**config.mk**
```make
export PLATFORM = sky130hd
export DESIGN_NAME = mem_access_unit
export DESIGN_NICKNAME = d
export VERILOG_FILES = /design/src/rtl/mem_access_unit.sv
export SDC_FILE = /design/constraint.sdc
export NUM_CORES = 1
export LEC_CHECK = 0
export ABC_AREA = 0
export BUFFER_PORTS_ARGS = -buffer_cell sky130_fd_sc_hd__buf_4
export CAP_MARGIN = 15
export CORE_ASPECT_RATIO = 0.8
export CORE_MARGIN = 8
export CORE_UTILIZATION = 35
export DETAILED_ROUTE_END_ITERATION = 6
export PLACE_DENSITY_LB_ADDON = 0.1
export SLEW_MARGIN = 20
export SYNTH_ARGS = -nofsm -noshare
export SYNTH_HDL_FRONTEND = slang
export SYNTH_SLANG_ARGS = --single-unit
export TNS_END_PERCENT = 10
```
**constraint.sdc**
```tcl
create_clock -name clk -period 14.9 [get_ports clk]
set_input_delay 2.98 -clock clk [delete_from_list [all_inputs] [get_ports clk]]
set_output_delay 2.98 -clock clk [all_outputs]
set_load 0.03 [all_outputs]
```
**src/rtl/mem_access_unit.sv**
```systemverilog
// mem_access_unit: MEM-stage load/store unit.
// Takes the EX/MEM fields from execute, runs a req/ack data-memory access
// with byte-lane steering, extracts and extends load data, and registers the
// MEM/WB fields. Upstream is stalled while an access is outstanding.
// Misaligned accesses and memories that never acknowledge are flagged in
// sticky error bits.
// The store lane steering assumes a 32-bit data word (DATA_W = 32).
module mem_access_unit #(
  parameter int DATA_W   = 32,
  parameter int ADDR_W   = 9,
  parameter int MAX_WAIT = 15
) (
  input  logic              clk,
  input  logic              reset,
  input  logic              ex_valid,
  input  logic              memread,
  input  logic              memwrite,
  input  logic              regwrite,
  input  logic [1:0]        memtoreg,
  input  logic [4:0]        rd,
  input  logic [DATA_W-1:0] alu_result,
  input  logic [DATA_W-1:0] memwritedata,
  input  logic [DATA_W-1:0] pcplus4,
  input  logic [2:0]        readdatasel,
  input  logic [1:0]        writedatasel,
  input  logic              err_clr,
  output logic              dm_req,
  output logic              dm_we,
  output logic [ADDR_W-1:0] dm_addr,
  output logic [3:0]        dm_be,
  output logic [DATA_W-1:0] dm_wdata,
  input  logic              dm_ack,
  input  logic [DATA_W-1:0] dm_rdata,
  output logic              mem_stall,
  output logic              wb_valid,
  output logic              wb_regwrite,
  output logic [1:0]        wb_memtoreg,
  output logic [4:0]        wb_rd,
  output logic [DATA_W-1:0] wb_aluresult,
  output logic [DATA_W-1:0] wb_pcplus4,
  output logic [DATA_W-1:0] wb_readdata,
  output logic              misalign_err,
  output logic              timeout_err
);

  // Wait counter only has to reach MAX_WAIT-1.
  localparam int CNT_W = (MAX_WAIT > 1) ? $clog2(MAX_WAIT) : 1;
  localparam logic [CNT_W-1:0] CNT_LAST = CNT_W'(MAX_WAIT - 1);

  // Load size encodings on readdatasel.
  localparam logic [2:0] LD_B  = 3'b000;
  localparam logic [2:0] LD_H  = 3'b001;
  localparam logic [2:0] LD_W  = 3'b010;
  localparam logic [2:0] LD_BU = 3'b011;
  localparam logic [2:0] LD_HU = 3'b100;

  // Store size encodings on writedatasel.
  localparam logic [1:0] ST_B = 2'b00;
  localparam logic [1:0] ST_H = 2'b01;

  typedef enum logic {
    IDLE   = 1'b0,
    ACCESS = 1'b1
  } state_t;

  // Memory operation captured when it leaves IDLE; drives the port while
  // upstream is stalled and supplies the WB fields on completion.
  typedef struct packed {
    logic              we;
    logic [ADDR_W-1:0] addr;
    logic [3:0]        be;
    logic [DATA_W-1:0] wdata;
    logic [1:0]        lane;
    logic [2:0]        rsel;
    logic              regwrite;
    logic [1:0]        memtoreg;
    logic [4:0]        rd;
    logic [DATA_W-1:0] aluresult;
    logic [DATA_W-1:0] pcplus4;
  } op_t;

  typedef struct packed {
    logic              valid;
    logic              regwrite;
    logic [1:0]        memtoreg;
    logic [4:0]        rd;
    logic [DATA_W-1:0] aluresult;
    logic [DATA_W-1:0] pcplus4;
    logic [DATA_W-1:0] readdata;
  } wb_t;

  state_t            state_q, state_d;
  logic [CNT_W-1:0]  cnt_q, cnt_d;
  op_t               op_q, op_d;
  wb_t               wb_q, wb_d;
  logic              misalign_err_q, misalign_err_d;
  logic              timeout_err_q, timeout_err_d;

  logic              is_memop;
  logic              misaligned;
  logic [3:0]        st_be;
  logic [DATA_W-1:0] st_wdata;
  logic [7:0]        ld_byte;
  logic [15:0]       ld_half;
  logic [DATA_W-1:0] ld_data;
  logic              misalign_set;
  logic              timeout_set;
  logic              stall_c;

  // Decode the incoming op: alignment check and store lane steering.
  always_comb begin
    // NOTE: every signal gets a default before the case logic so no path
    // leaves it unassigned; otherwise synthesis infers a latch.
    is_memop   = ex_valid && (memread || memwrite);
    misaligned = 1'b0;
    st_be      = 4'b1111;
    st_wdata   = '0;
    if (memwrite) begin
      case (writedatasel)
        ST_B: begin
          st_be    = 4'b0001 << alu_result[1:0];
          st_wdata = {4{memwritedata[7:0]}};
        end
        ST_H: begin
          st_be      = alu_result[1] ? 4'b1100 : 4'b0011;
          st_wdata   = {2{memwritedata[15:0]}};
          misaligned = alu_result[0];
        end
        default: begin
          st_wdata   = memwritedata;
          misaligned = |alu_result[1:0];
        end
      endcase
    end else begin
      case (readdatasel)
        LD_B, LD_BU: misaligned = 1'b0;
        LD_H, LD_HU: misaligned = alu_result[0];
        default:     misaligned = |alu_result[1:0];
      endcase
    end
  end

  // Pick the addressed lane of the returned word and extend it.
  always_comb begin
    ld_byte = dm_rdata[{op_q.lane, 3'b000} +: 8];
    ld_half = op_q.lane[1] ? dm_rdata[31:16] : dm_rdata[15:0];
    case (op_q.rsel)
      LD_B:    ld_data = {{(DATA_W-8){ld_byte[7]}}, ld_byte};
      LD_H:    ld_data = {{(DATA_W-16){ld_half[15]}}, ld_half};
      LD_BU:   ld_data = {{(DATA_W-8){1'b0}}, ld_byte};
      LD_HU:   ld_data = {{(DATA_W-16){1'b0}}, ld_half};
      LD_W:    ld_data = dm_rdata;
      default: ld_data = dm_rdata;
    endcase
  end

  // Next-state, op capture, WB field and error-flag logic.
  always_comb begin
    state_d      = state_q;
    cnt_d        = cnt_q;
    op_d         = op_q;
    wb_d         = wb_q;
    wb_d.valid   = 1'b0;
    misalign_set = 1'b0;
    timeout_set  = 1'b0;
    stall_c      = 1'b0;

    case (state_q)
      IDLE: begin
        if (ex_valid) begin
          if (!is_memop || misaligned) begin
            // ALU op, or a memop rejected without touching memory.
            wb_d.valid     = 1'b1;
            wb_d.regwrite  = regwrite && !is_memop;
            wb_d.memtoreg  = memtoreg;
            wb_d.rd        = rd;
            wb_d.aluresult = alu_result;
            wb_d.pcplus4   = pcplus4;
            wb_d.readdata  = '0;
            misalign_set   = is_memop;
          end else begin
            stall_c        = 1'b1;
            op_d.we        = memwrite;
            op_d.addr      = alu_result[ADDR_W+1:2];
            op_d.be        = memwrite ? st_be : 4'b1111;
            op_d.wdata     = st_wdata;
            op_d.lane      = alu_result[1:0];
            op_d.rsel      = readdatasel;
            op_d.regwrite  = regwrite;
            op_d.memtoreg  = memtoreg;
            op_d.rd        = rd;
            op_d.aluresult = alu_result;
            op_d.pcplus4   = pcplus4;
            cnt_d          = '0;
            state_d        = ACCESS;
          end
        end
      end

      ACCESS: begin
        // Upstream advances on the ack edge, so the op is never re-issued.
        stall_c        = !dm_ack;
        wb_d.memtoreg  = op_q.memtoreg;
        wb_d.rd        = op_q.rd;
        wb_d.aluresult = op_q.aluresult;
        wb_d.pcplus4   = op_q.pcplus4;
        if (dm_ack) begin
          wb_d.valid    = 1'b1;
          wb_d.regwrite = op_q.regwrite;
          wb_d.readdata = op_q.we ? '0 : ld_data;
          cnt_d         = '0;
          state_d       = IDLE;
        end else if (cnt_q == CNT_LAST) begin
          // Abandon the access: retire the op without a register write.
          wb_d.valid    = 1'b1;
          wb_d.regwrite = 1'b0;
          wb_d.readdata = '0;
          timeout_set   = 1'b1;
          cnt_d         = '0;
          state_d       = IDLE;
        end else begin
          wb_d          = wb_q;
          wb_d.valid    = 1'b0;
          cnt_d         = cnt_q + CNT_W'(1);
        end
      end

      default: state_d = IDLE;
    endcase

    // A new error in the same cycle as a clear still sets the flag.
    misalign_err_d = misalign_set || (misalign_err_q && !err_clr);
    timeout_err_d  = timeout_set  || (timeout_err_q  && !err_clr);
  end

  // State, captured op, WB fields and sticky errors.
  always_ff @(posedge clk or posedge reset) begin
    // NOTE: sequential state uses non-blocking assignments so every flop
    // samples the pre-edge values, independent of statement order.
    if (reset) begin
      state_q        <= IDLE;
      cnt_q          <= '0;
      op_q           <= '0;
      wb_q           <= '0;
      misalign_err_q <= 1'b0;
      timeout_err_q  <= 1'b0;
    end else begin
      state_q        <= state_d;
      cnt_q          <= cnt_d;
      op_q           <= op_d;
      wb_q           <= wb_d;
      misalign_err_q <= misalign_err_d;
      timeout_err_q  <= timeout_err_d;
    end
  end

  // Memory port is driven only from the captured op while in ACCESS.
  assign dm_req   = (state_q == ACCESS);
  assign dm_we    = dm_req && op_q.we;
  assign dm_addr  = dm_req ? op_q.addr  : '0;
  assign dm_be    = dm_req ? op_q.be    : 4'b0000;
  assign dm_wdata = dm_req ? op_q.wdata : '0;

  // NOTE: the stall is partly combinational from the EX/MEM inputs, so it is
  // masked by reset directly to drop at once rather than at the next edge.
  assign mem_stall = stall_c && !reset;

  assign wb_valid     = wb_q.valid;
  assign wb_regwrite  = wb_q.regwrite;
  assign wb_memtoreg  = wb_q.memtoreg;
  assign wb_rd        = wb_q.rd;
  assign wb_aluresult = wb_q.aluresult;
  assign wb_pcplus4   = wb_q.pcplus4;
  assign wb_readdata  = wb_q.readdata;
  assign misalign_err = misalign_err_q;
  assign timeout_err  = timeout_err_q;

endmodule
```
### Word-level counts from Yosys, hierarchy flattened

Cells that the tools add are included.

| operators by class | value |
|---|---|
| equal/unequal tests | 12 |
| reductions and logical operators | 23 |
| bitwise logic cells | 2 |
| shift operators | 2 |
| mux-type cells | 40 |
| add/sub/neg operators | 1 |

Operators by type and width:

| kind | count |
|---|---|
| 2-to-1 mux 105 bit | 2 |
| case mux 105 bit (2 select lines) | 1 |
| 2-to-1 mux 32 bit | 5 |
| 2-to-1 mux 71 bit | 2 |
| case mux 32 bit (4 select lines) | 1 |
| case mux 32 bit (2 select lines) | 1 |
| variable part select 32 x 6 -> 8 bit | 1 |
| 2-to-1 mux 4 bit | 7 |
| 2-to-1 mux 16 bit | 1 |
| case mux 4 bit (2 select lines) | 2 |
| 2-to-1 mux 1 bit | 11 |
| 2-to-1 mux 9 bit | 1 |
| case mux 1 bit (2 select lines) | 4 |
| equality test 3 x 1 -> 1 bit (second input constant) | 2 |
| equality test 3 x 2 -> 1 bit (second input constant) | 2 |
| equality test 3 bit (second input constant) | 2 |
| logical AND 1 bit | 6 |
| zero test 3 bit | 2 |
| inequality test 2 bit (second input constant) | 3 |
| AND reduction 3 bit | 2 |
| OR reduction 2 bit | 3 |
| adder 4 x 1 -> 4 bit (second input constant) | 1 |
| equality test 4 bit (second input constant) | 1 |
| zero test 1 bit | 4 |
| 8 further kinds | 13 |

| word-level totals | value |
|---|---|
| output and inout bits | 155 |
| register bits | 235 |

### Logic depth before layout (Yosys ltp)

Gate-level depths: netlist of run 1.

| depth | value |
|---|---|
| word-level depth | 9 |
| gate-level depth with buffers | 10 |
| depth with buffers taken out | 7 |

### Worst setup path before layout of run 1

Ideal clock, no wire load.

| timing | value |
|---|---|
| kind | input to output |
| from | input alu_result[0] |
| to | output mem_stall |
| cell stages on the path | 9 |
| arrival time | 4,782 ps |
| slack | 7,138 ps |
| path through | buf_6 > maj3_2 > o211a_1 > o21ai_2 > nand2_1 > buf_6 > buf_6 > buf_6 > a21oi_1 |

| between the ends | value |
|---|---|
| longest elaborated chain between the ends | 8 |
| elaborated cells on any way between the ends | 9 |
| classes of those cells | mux: 6; reduce/logical: 3 |

Ends and longest elaborated chain:

| element | line | source |
|---|---|---|
| start: declaration | 21 | `input logic [DATA_W-1:0] alu_result,` |
| OR reduction 2 bit | 131, 138 |  |
| case mux 1 bit (2 select lines), on equally long branches | 135, 119 |  |
| 2-to-1 mux 1 bit (*) | 118 | `if (memwrite) begin` |
| logical OR 1 bit (*) | 171 | `if (!is_memop \|\| misaligned) begin` |
| 2-to-1 mux 1 bit (*) | 171 |  |
| 2-to-1 mux 1 bit (*) | 170 | `if (ex_valid) begin` |
| case mux 1 bit (2 select lines) (*) | 168 | `case (state_q)` |
| logical AND 1 bit (*) | 266 | `assign mem_stall = stall_c && !reset;` |
| end: declaration | 34 | `output logic mem_stall,` |

Every way passes the cells marked *; elsewhere a longest branch is shown, timed or not.

### Final worst setup path of run 1

| timing | value |
|---|---|
| from | input writedatasel[1] |
| to | output mem_stall |

| between the ends | value |
|---|---|
| longest elaborated chain between the ends | 8 |
| elaborated cells on any way between the ends | 9 |
| classes of those cells | eq/ne: 1; mux: 5; reduce/logical: 3 |

Ends and longest elaborated chain:

| element | line | source |
|---|---|---|
| start: declaration | 25 | `input logic [1:0] writedatasel,` |
| equality test 2 x 1 -> 1 bit / zero test 2 bit (equally long branches) | 119 | `case (writedatasel)` |
| case mux 1 bit (2 select lines) (*) | 119 |  |
| 2-to-1 mux 1 bit (*) | 118 |  |
| logical OR 1 bit (*) | 171 |  |
| 2-to-1 mux 1 bit (*) | 171 |  |
| 2-to-1 mux 1 bit (*) | 170 |  |
| case mux 1 bit (2 select lines) (*) | 168 |  |
| logical AND 1 bit (*) | 266 |  |

Marked as above.

==> results of run 1 <==
[power groups by stage]
stage / clock network (mW) / registers (mW) / logic, mW
final: 0.589 / 0.888 / 0.771
after global routing: 0.635 / 0.910 / 0.829
after CTS: 0.611 / 0.887 / 0.780
after detailed placement: 0 / 0.893 / 0.780
after global placement: 0 / 0.894 / 0.772
after floorplan: 0 / 1.00 / 0.370
[final cells by class]
type	count	area share
flip-flops and latches	224	0.402
clock buffers	38	0.0505
repair buffers	316	0.171
multi-input cells	591	0.321
clock inverters	7	0.00448
well taps	413	0.0370
inverters	49	0.0137
[cells in the mapped netlist (6+ instances only)]
library cell	n
sky130_fd_sc_hd__buf_6	8
sky130_fd_sc_hd__o21ai_0	94
sky130_fd_sc_hd__a22oi_1	21
sky130_fd_sc_hd__dfrtp_1	224
sky130_fd_sc_hd__o21ai_1	11
sky130_fd_sc_hd__inv_1	48
sky130_fd_sc_hd__and2_1	39
sky130_fd_sc_hd__buf_2	11
sky130_fd_sc_hd__nor2_1	28
sky130_fd_sc_hd__a2bb2oi_1	61
sky130_fd_sc_hd__mux2i_1	26
sky130_fd_sc_hd__nand2_1	73
sky130_fd_sc_hd__mux2_2	38
sky130_fd_sc_hd__clkbuf_1	47
sky130_fd_sc_hd__nor2b_1	8
sky130_fd_sc_hd__o221ai_1	7
sky130_fd_sc_hd__o221a_2	6
sky130_fd_sc_hd__a21oi_1	25
sky130_fd_sc_hd__a22o_1	16
sky130_fd_sc_hd__mux2_4	45
sky130_fd_sc_hd__o2bb2ai_1	36
sky130_fd_sc_hd__a32o_1	8
sky130_fd_sc_hd__o211a_1	7
[sequential cells by signal, summed over array words and instances (netlist names), 2 cells and up]
| name | count |
|---|---|
| op_q | 112 |
| wb_memtoreg | 2 |
| wb_readdata | 32 |
| wb_rd | 5 |
| wb_pcplus4 | 32 |
| wb_aluresult | 32 |
| cnt_q | 4 |
[logic make-up after synthesis]
| logic type | Yosys count | share of synthesized area |
|---|---|---|
| AOI/OAI and AO/OA | 310 | 0.211 |
| DFF | 224 | 0.529 |
| and+or+nand+nor | 166 | 0.0743 |
| buffers and inverters | 119 | 0.0495 |
| muxes | 110 | 0.131 |
| adders and majority gates | 3 | 0.00343 |
| xor gates and xnor gates | 2 | 0.00165 |
[final timing paths]
| kind | cells after the start | slack, ns | to |
|---|---|---|---|
| setup reg to reg | 7 | 11.33 | wb_readdata[6] |
| hold / removal | 1 | 0.48 | op_q[91] |
| max in group asynchronous | 3 | 10.95 | wb_pcplus4[10] |
| min in group asynchronous | 2 | 2.56 | op_q[97] |
| setup / recovery | 7 | 6.42 | mem_stall |
| hold reg to reg | 1 | 0.48 | op_q[91] |
[metrics by stage]
stage	utilization	hold slack (ns)	total power, mW	std cells	worst slack (ns)
2_1_floorplan	-	0.449	1.37	934	5.79
3_3_place_gp	0.438	0.467	1.67	1592	6.38
3_5_place_dp	0.438	0.466	1.67	1592	6.35
4_1_cts	0.463	0.483	2.28	1637	6.34
5_1_grt	0.464	0.501	2.37	1638	6.16
6_report	0.464	0.481	2.25	1638	6.42
[cells in the final DEF (no fill, tap or decap), types with 16 or more instances in the layout]
cell | netlist | layout
sky130_fd_sc_hd__inv_1 | 48 | 47
sky130_fd_sc_hd__and2_1 | 39 | 39
sky130_fd_sc_hd__a2bb2oi_1 | 61 | 61
sky130_fd_sc_hd__clkbuf_16 | 0 | 25
sky130_fd_sc_hd__a21oi_1 | 25 | 25
sky130_fd_sc_hd__dfrtp_1 | 224 | 223
sky130_fd_sc_hd__nor2_1 | 28 | 28
sky130_fd_sc_hd__a22o_1 | 16 | 16
sky130_fd_sc_hd__o2bb2ai_1 | 36 | 36
sky130_fd_sc_hd__mux2_2 | 38 | 38
sky130_fd_sc_hd__buf_4 | 1 | 315
sky130_fd_sc_hd__a22oi_1 | 21 | 21
sky130_fd_sc_hd__mux2_4 | 45 | 45
sky130_fd_sc_hd__o21ai_0 | 94 | 94
sky130_fd_sc_hd__nand2_1 | 73 | 72
sky130_fd_sc_hd__mux2i_1 | 26 | 25
[layer usage]
metal  global-route usage  wire [µm]  up-vias
met2                0.287      15300      237
met5                    0          0        -
met1                0.254      15800     4172
met4               0.0419        717        0
li1                     -          -     3918
met3               0.0450       2070       46
==> impl_results.rst, run 1 <==
.. list-table::
   :header-rows: 1

   * - Metric
     - Value
   * - Net Count, Synth
     - 1084
   * - Nature of the critical path endpoint
     - output port
   * - Combinational fraction of design power
     - 0.343
   * - Layout cells sized above 1
     - 0.371
   * - Number of antenna repair diodes
     - 0
   * - Gr ovfl total
     - 0
   * - RSZ-0062 raised after global routing
     - false
   * - Total Neg Setup Slack
     - 0 ns
   * - Vias in the first global route
     - 8909
   * - Unique cell type count in the Yosys netlist
     - 51
   * - Final estimated routing congestion in global placement
     - roughly 0.77
   * - Number of buffers added to fix hold violations after cts
     - 0
   * - Number of I/O port buffers
     - 302
   * - Share of async-settable or async-resettable flops after synthesis
     - 1.00
   * - Internal Power
     - 1.45 mW
   * - Switching power total
     - 794 µW
   * - Number of violations reported at the end of detailed-routing iteration 0
     - around 440
   * - Setup fix buffers added after clock tree synthesis
     - 0
   * - Maximum level of the CTS H-tree
     - 1
   * - Die span in y
     - 172 µm
   * - Register cell area after layout
     - 5610 µm²
   * - Library cell used as clock root buffer
     - sky130_fd_sc_hd__clkbuf_16
   * - DIE AREA
     - 36100 µm²
   * - First-pass GRT wire length
     - approximately 53000 µm
   * - Per-cell routed wire length
     - 20.7 µm
   * - Area share of the largest cell type after synthesis
     - 0.529
   * - Max-cap violation count
     - 0
   * - Worst stage delay on the critical path
     - 0.85 ns
   * - Final hold viol count
     - 0
   * - Static leakage
     - 6.69 nW
   * - Clock sink total
     - 224
   * - Number of pins exceeding their max-slew limit in the final report
     - 0
   * - Seq/Total Area, Yosys
     - 0.529
   * - CP bufs+invs
     - 2
   * - Share of the clock period used by the worst path after layout
     - 0.569
   * - Synth-to-Final Area Change
     - 31.8%
   * - Switching part of the total power
     - 0.353
   * - Sequential power share
     - 0.395
   * - Launching element type of the critical path
     - input port
   * - Drt total wl
     - ~34000 µm
   * - Final setup violation count
     - 0
   * - I/O pin cnt
     - 303
   * - Largest area contributor in the netlist
     - sky130_fd_sc_hd__dfrtp_1
   * - Clock power frac
     - 0.262
   * - Instance area at placement
     - between 10000 and 15000 µm²
   * - Max Fclk
     - 118 MHz
   * - Class of the tightest hold or removal check
     - reg2reg
   * - Via density
     - 5.11
   * - Period minus WS final
     - between 8 and 9 ns
   * - Clock insertion delay at the later pin of the skew report
     - 0.51 ns
   * - Most used flip-flop cell after synthesis
     - sky130_fd_sc_hd__dfrtp_1
   * - Run status
     - finished, final reports clean
   * - Synth warnings
     - 0
   * - Final-layout fill cell count
     - 2870
   * - Worst-path cell with the longest stage delay
     - sky130_fd_sc_hd__nor2_1
   * - Post-Synthesis Cell Area
     - 10600 µm²
   * - Cell class contributing the biggest share of worst-path delay
     - simple AND/OR/NAND/NOR gates
   * - Hold Crit Start
     - op_q[91]
   * - Placement row count
     - 57
   * - Total area of multi-input combinational cells
     - around 4500 µm²
   * - Initial antenna violation count
     - 0
   * - Number of vias after detailed routing
     - about 8400
   * - Max Fanout on Critical Path
     - 43
   * - Core area
     - 30100 µm²
   * - Cell-by-cell listing of the critical path
     - buf_4 > nor2_1 > o21ai_1 > o21ai_2 > nand2_4 > a21oi_1 > buf_4
   * - Iteration count of the initial detailed-routing pass
     - 4
   * - Maximum count of clock buffers along a single path
     - 3
   * - Register clock-pin slew on the reported worst setup and hold paths
     - 0.06 ns
   * - Number of clock buffers inserted by TritonCTS
     - 25
   * - Floorplan die width
     - around 210 µm
   * - Drt drc
     - 0
   * - GR Util All Layers
     - 0.183
   * - Critical path arrival
     - approximately 5.5 ns
   * - Worst rel slew slack
     - 0.285
   * - Pin count of the biggest net entering global routing
     - 84
   * - Origin of the critical flop-to-flop path
     - dm_req
   * - Number of nets in the finished design
     - 1357
   * - Post-route cell area
     - 14000 µm²
   * - Register bit count reported by yosys
     - about 220
   * - Crit path from
     - writedatasel[1]
   * - CP most frequent cell
     - sky130_fd_sc_hd__buf_4
   * - Detail Placement HPWL
     - 22700 µm
   * - Count of instances resized after the clock tree is built
     - 0
   * - Remaining antenna violation count
     - 0
   * - Post-synthesis average cell area
     - around 11 µm²
   * - Clock Skew
     - 0.00784 ns
   * - Initial cell density of the core
     - 0.352
   * - Data required time of the critical path
     - ~12 ns
   * - Critical path start-end classification
     - in2out
   * - Peak supply drop
     - between 0.00006 and 0.00007 V
   * - Transition time at the pin with the least slew margin
     - 1.07 ns
   * - Number of enable-type register cells in the synthesized netlist
     - 0
   * - Total power per unit cell area
     - 161 nW/µm²
   * - Synth top area cells
     - sky130_fd_sc_hd__dfrtp_1 (53%), sky130_fd_sc_hd__mux2_4 (6.4%), sky130_fd_sc_hd__a2bb2oi_1 (5.0%)
   * - Synthesized instance count
     - slightly above 900
   * - TritonCTS clock tree
     - built
No activity file was read; power rests on OpenSTA's default activity.
==> run 2, diff against run 1 <==
Clock period 14.9 ns to 8.5 ns, I/O delays scaled along.
==> impl_results.rst, run 2 (synthesis gave the netlist of run 1 again) <==
.. list-table::
   :header-rows: 1

   * - Metric
     - Value
   * - Run status
     - finished, final reports clean
   * - Internal Power
     - 2.57 mW
   * - Library cell used as clock root buffer
     - sky130_fd_sc_hd__clkbuf_16
   * - Register cell area after layout
     - 5610 µm²
   * - I/O pin cnt
     - a little over 300
   * - Final estimated routing congestion in global placement
     - 0.779
   * - Number of flip-flops under the largest register name
     - approximately 110
   * - RSZ-0062 raised after global routing
     - false
   * - Number of pins exceeding their max-slew limit in the final report
     - 0
   * - Max Fclk
     - 171 MHz
   * - Final hold viol count
     - 0
   * - Most common cell after layout, fill and taps aside
     - sky130_fd_sc_hd__buf_4
   * - Number of clock buffers inserted by TritonCTS
     - 25
   * - Detail Placement HPWL
     - between 20000 and 25000 µm
   * - Drt drc
     - 0
   * - Die span in y
     - 172 µm
   * - Placement row count
     - 57
   * - Number of violations reported at the end of detailed-routing iteration 0
     - 489
   * - Synth-to-Final Area Change
     - 31.9%
   * - Capturing point of the worst reg2reg path
     - wb_rd[1]
   * - Class of the tightest hold or removal check
     - reg2reg
   * - Setup fix buffers added after clock tree synthesis
     - 0
   * - DIE AREA
     - 36100 µm²
   * - Worst r2r path cells
     - 7
   * - Clock power frac
     - 0.266
   * - Max Fanout on Critical Path
     - 50
   * - Instance area at placement
     - between 10000 and 15000 µm²
   * - Number of nets in the finished design
     - 1356
   * - Critical path arrival
     - 4.14 ns
   * - Per-cell routed wire length
     - between 20 and 25 µm
   * - Maximum count of clock buffers along a single path
     - 3
   * - Switching part of the total power
     - 0.351
   * - Initial antenna violation count
     - 0
   * - Register bank with the most flops
     - op_q
   * - Post-route cell area
     - 14000 µm²
   * - Top library cells by usage in the layout, fill and taps aside
     - sky130_fd_sc_hd__buf_4 (314), sky130_fd_sc_hd__dfrtp_1 (223), sky130_fd_sc_hd__o21ai_0 (94)
   * - Pin count of the biggest net entering global routing
     - 102
   * - Critical path start-end classification
     - in2out
   * - Nature of the critical path endpoint
     - output port
   * - Sequential power share
     - 0.394
   * - TritonCTS clock tree
     - built
   * - Clock Skew
     - around 0.015 ns
   * - Maximum level of the CTS H-tree
     - 1
   * - Final Util
     - 0.464
   * - Total Neg Setup Slack
     - 0 ns
   * - Drt total wl
     - 33800 µm
   * - Period minus WS final
     - 5.84 ns
   * - Remaining antenna violation count
     - 0
   * - Number of stages on the worst hold path
     - 1
   * - Setup slack of the most critical reg-to-reg path
     - 5.18 ns
   * - Hold-critical path endpoint
     - op_q[88]
   * - Vias in the first global route
     - 8820
   * - Switching power total
     - 1.39 mW
   * - Gr ovfl total
     - 0
   * - Launching element type of the critical path
     - input port
   * - Clock insertion delay at the later pin of the skew report
     - 0.51 ns
   * - Register clock-pin slew on the reported worst setup and hold paths
     - 0.06 ns
   * - Transition time at the pin with the least slew margin
     - 1.06 ns
   * - Worst rel slew slack
     - 0.290
   * - First-pass GRT wire length
     - 52500 µm
   * - Total power per unit cell area
     - 284 nW/µm²
   * - Core area
     - 30100 µm²
   * - Number of buffers added to fix hold violations after cts
     - 0
   * - GR Util All Layers
     - 0.182
   * - Number of I/O port buffers
     - about 300
   * - Total area of multi-input combinational cells
     - 4490 µm²
   * - Floorplan die width
     - 210 µm
   * - Initial cell density of the core
     - 0.352
   * - Peak supply drop
     - 0.000116 V
   * - Hold Crit Start
     - op_q[88]
   * - Via density
     - 5.13
   * - Iteration count of the initial detailed-routing pass
     - 4
   * - Count of instances resized after the clock tree is built
     - 0
   * - Data required time of the critical path
     - roughly 6.8 ns
   * - Layout cells sized above 1
     - 0.372
   * - Final-layout fill cell count
     - 2861
   * - Static leakage
     - 6.70 nW
   * - Max-cap violation count
     - 0
   * - Combinational fraction of design power
     - 0.340
   * - Clock sink total
     - 224
   * - Share of the clock period used by the worst path after layout
     - 0.687
   * - Final setup violation count
     - 0
   * - Number of vias after detailed routing
     - 8389
   * - Origin of the critical flop-to-flop path
     - dm_req
run 2: layer usage:
layer / part of all wire / GRT usage / up-vias
li1: - / - / 3923
met1: 0.46 / 0.251 / 4207
met3: 0.068 / 0.0486 / 35
met5: 0 / 0 / -
met4: 0.018 / 0.0361 / 0
met2: 0.45 / 0.286 / 224
run 2: stage by stage:
stage	total power, mW	hold slack, ns	instances	setup WS [ns]
after detailed placement	2.93	0.467	1591	2.64
after CTS	4.01	0.483	1633	2.63
final	3.96	0.481	1635	2.66
after global routing	4.18	0.497	1634	2.35
after global placement	2.92	0.466	1591	2.65
after floorplan	2.41	0.449	934	0.666
run 2: power by group through the flow:
stage	sequential [mW]	combinational (mW)	clock (mW)
after floorplan	1.76	0.648	0
after global placement	1.57	1.35	0
after detailed placement	1.57	1.36	0
after CTS	1.56	1.37	1.09
after global routing	1.60	1.45	1.13
final	1.56	1.35	1.05
run 2: worst max-delay path: stages:
cell and delay, ns:
sky130_fd_sc_hd__buf_4 0.21, sky130_fd_sc_hd__nor2_1 0.85, sky130_fd_sc_hd__o21ai_1 0.27, sky130_fd_sc_hd__o21ai_2 0.19, sky130_fd_sc_hd__nand2_4 0.43, sky130_fd_sc_hd__a21oi_1 0.28, sky130_fd_sc_hd__buf_4 0.18
run 2: how the worst max path moves through the flow:
stage | depth (start not counted) | from | endpoint
floorplan | 1 | reset | cnt_q[0]
global placement | 7 | writedatasel[1] | mem_stall
detailed placement | 7 | writedatasel[1] | mem_stall
CTS | 7 | writedatasel[1] | mem_stall
global route | 7 | writedatasel[1] | mem_stall
finish | 7 | writedatasel[1] | mem_stall
run 2: area by class of cell:
| type | count | area share |
|---|---|---|
| well taps | 413 | 0.0370 |
| multi-input cells | 591 | 0.321 |
| flip-flops and latches | 224 | 0.402 |
| diodes | 1 | 0.000179 |
| clock inverters | 8 | 0.00663 |
| inverters | 49 | 0.0137 |
| repair buffers | 315 | 0.170 |
| clock buffers | 34 | 0.0494 |
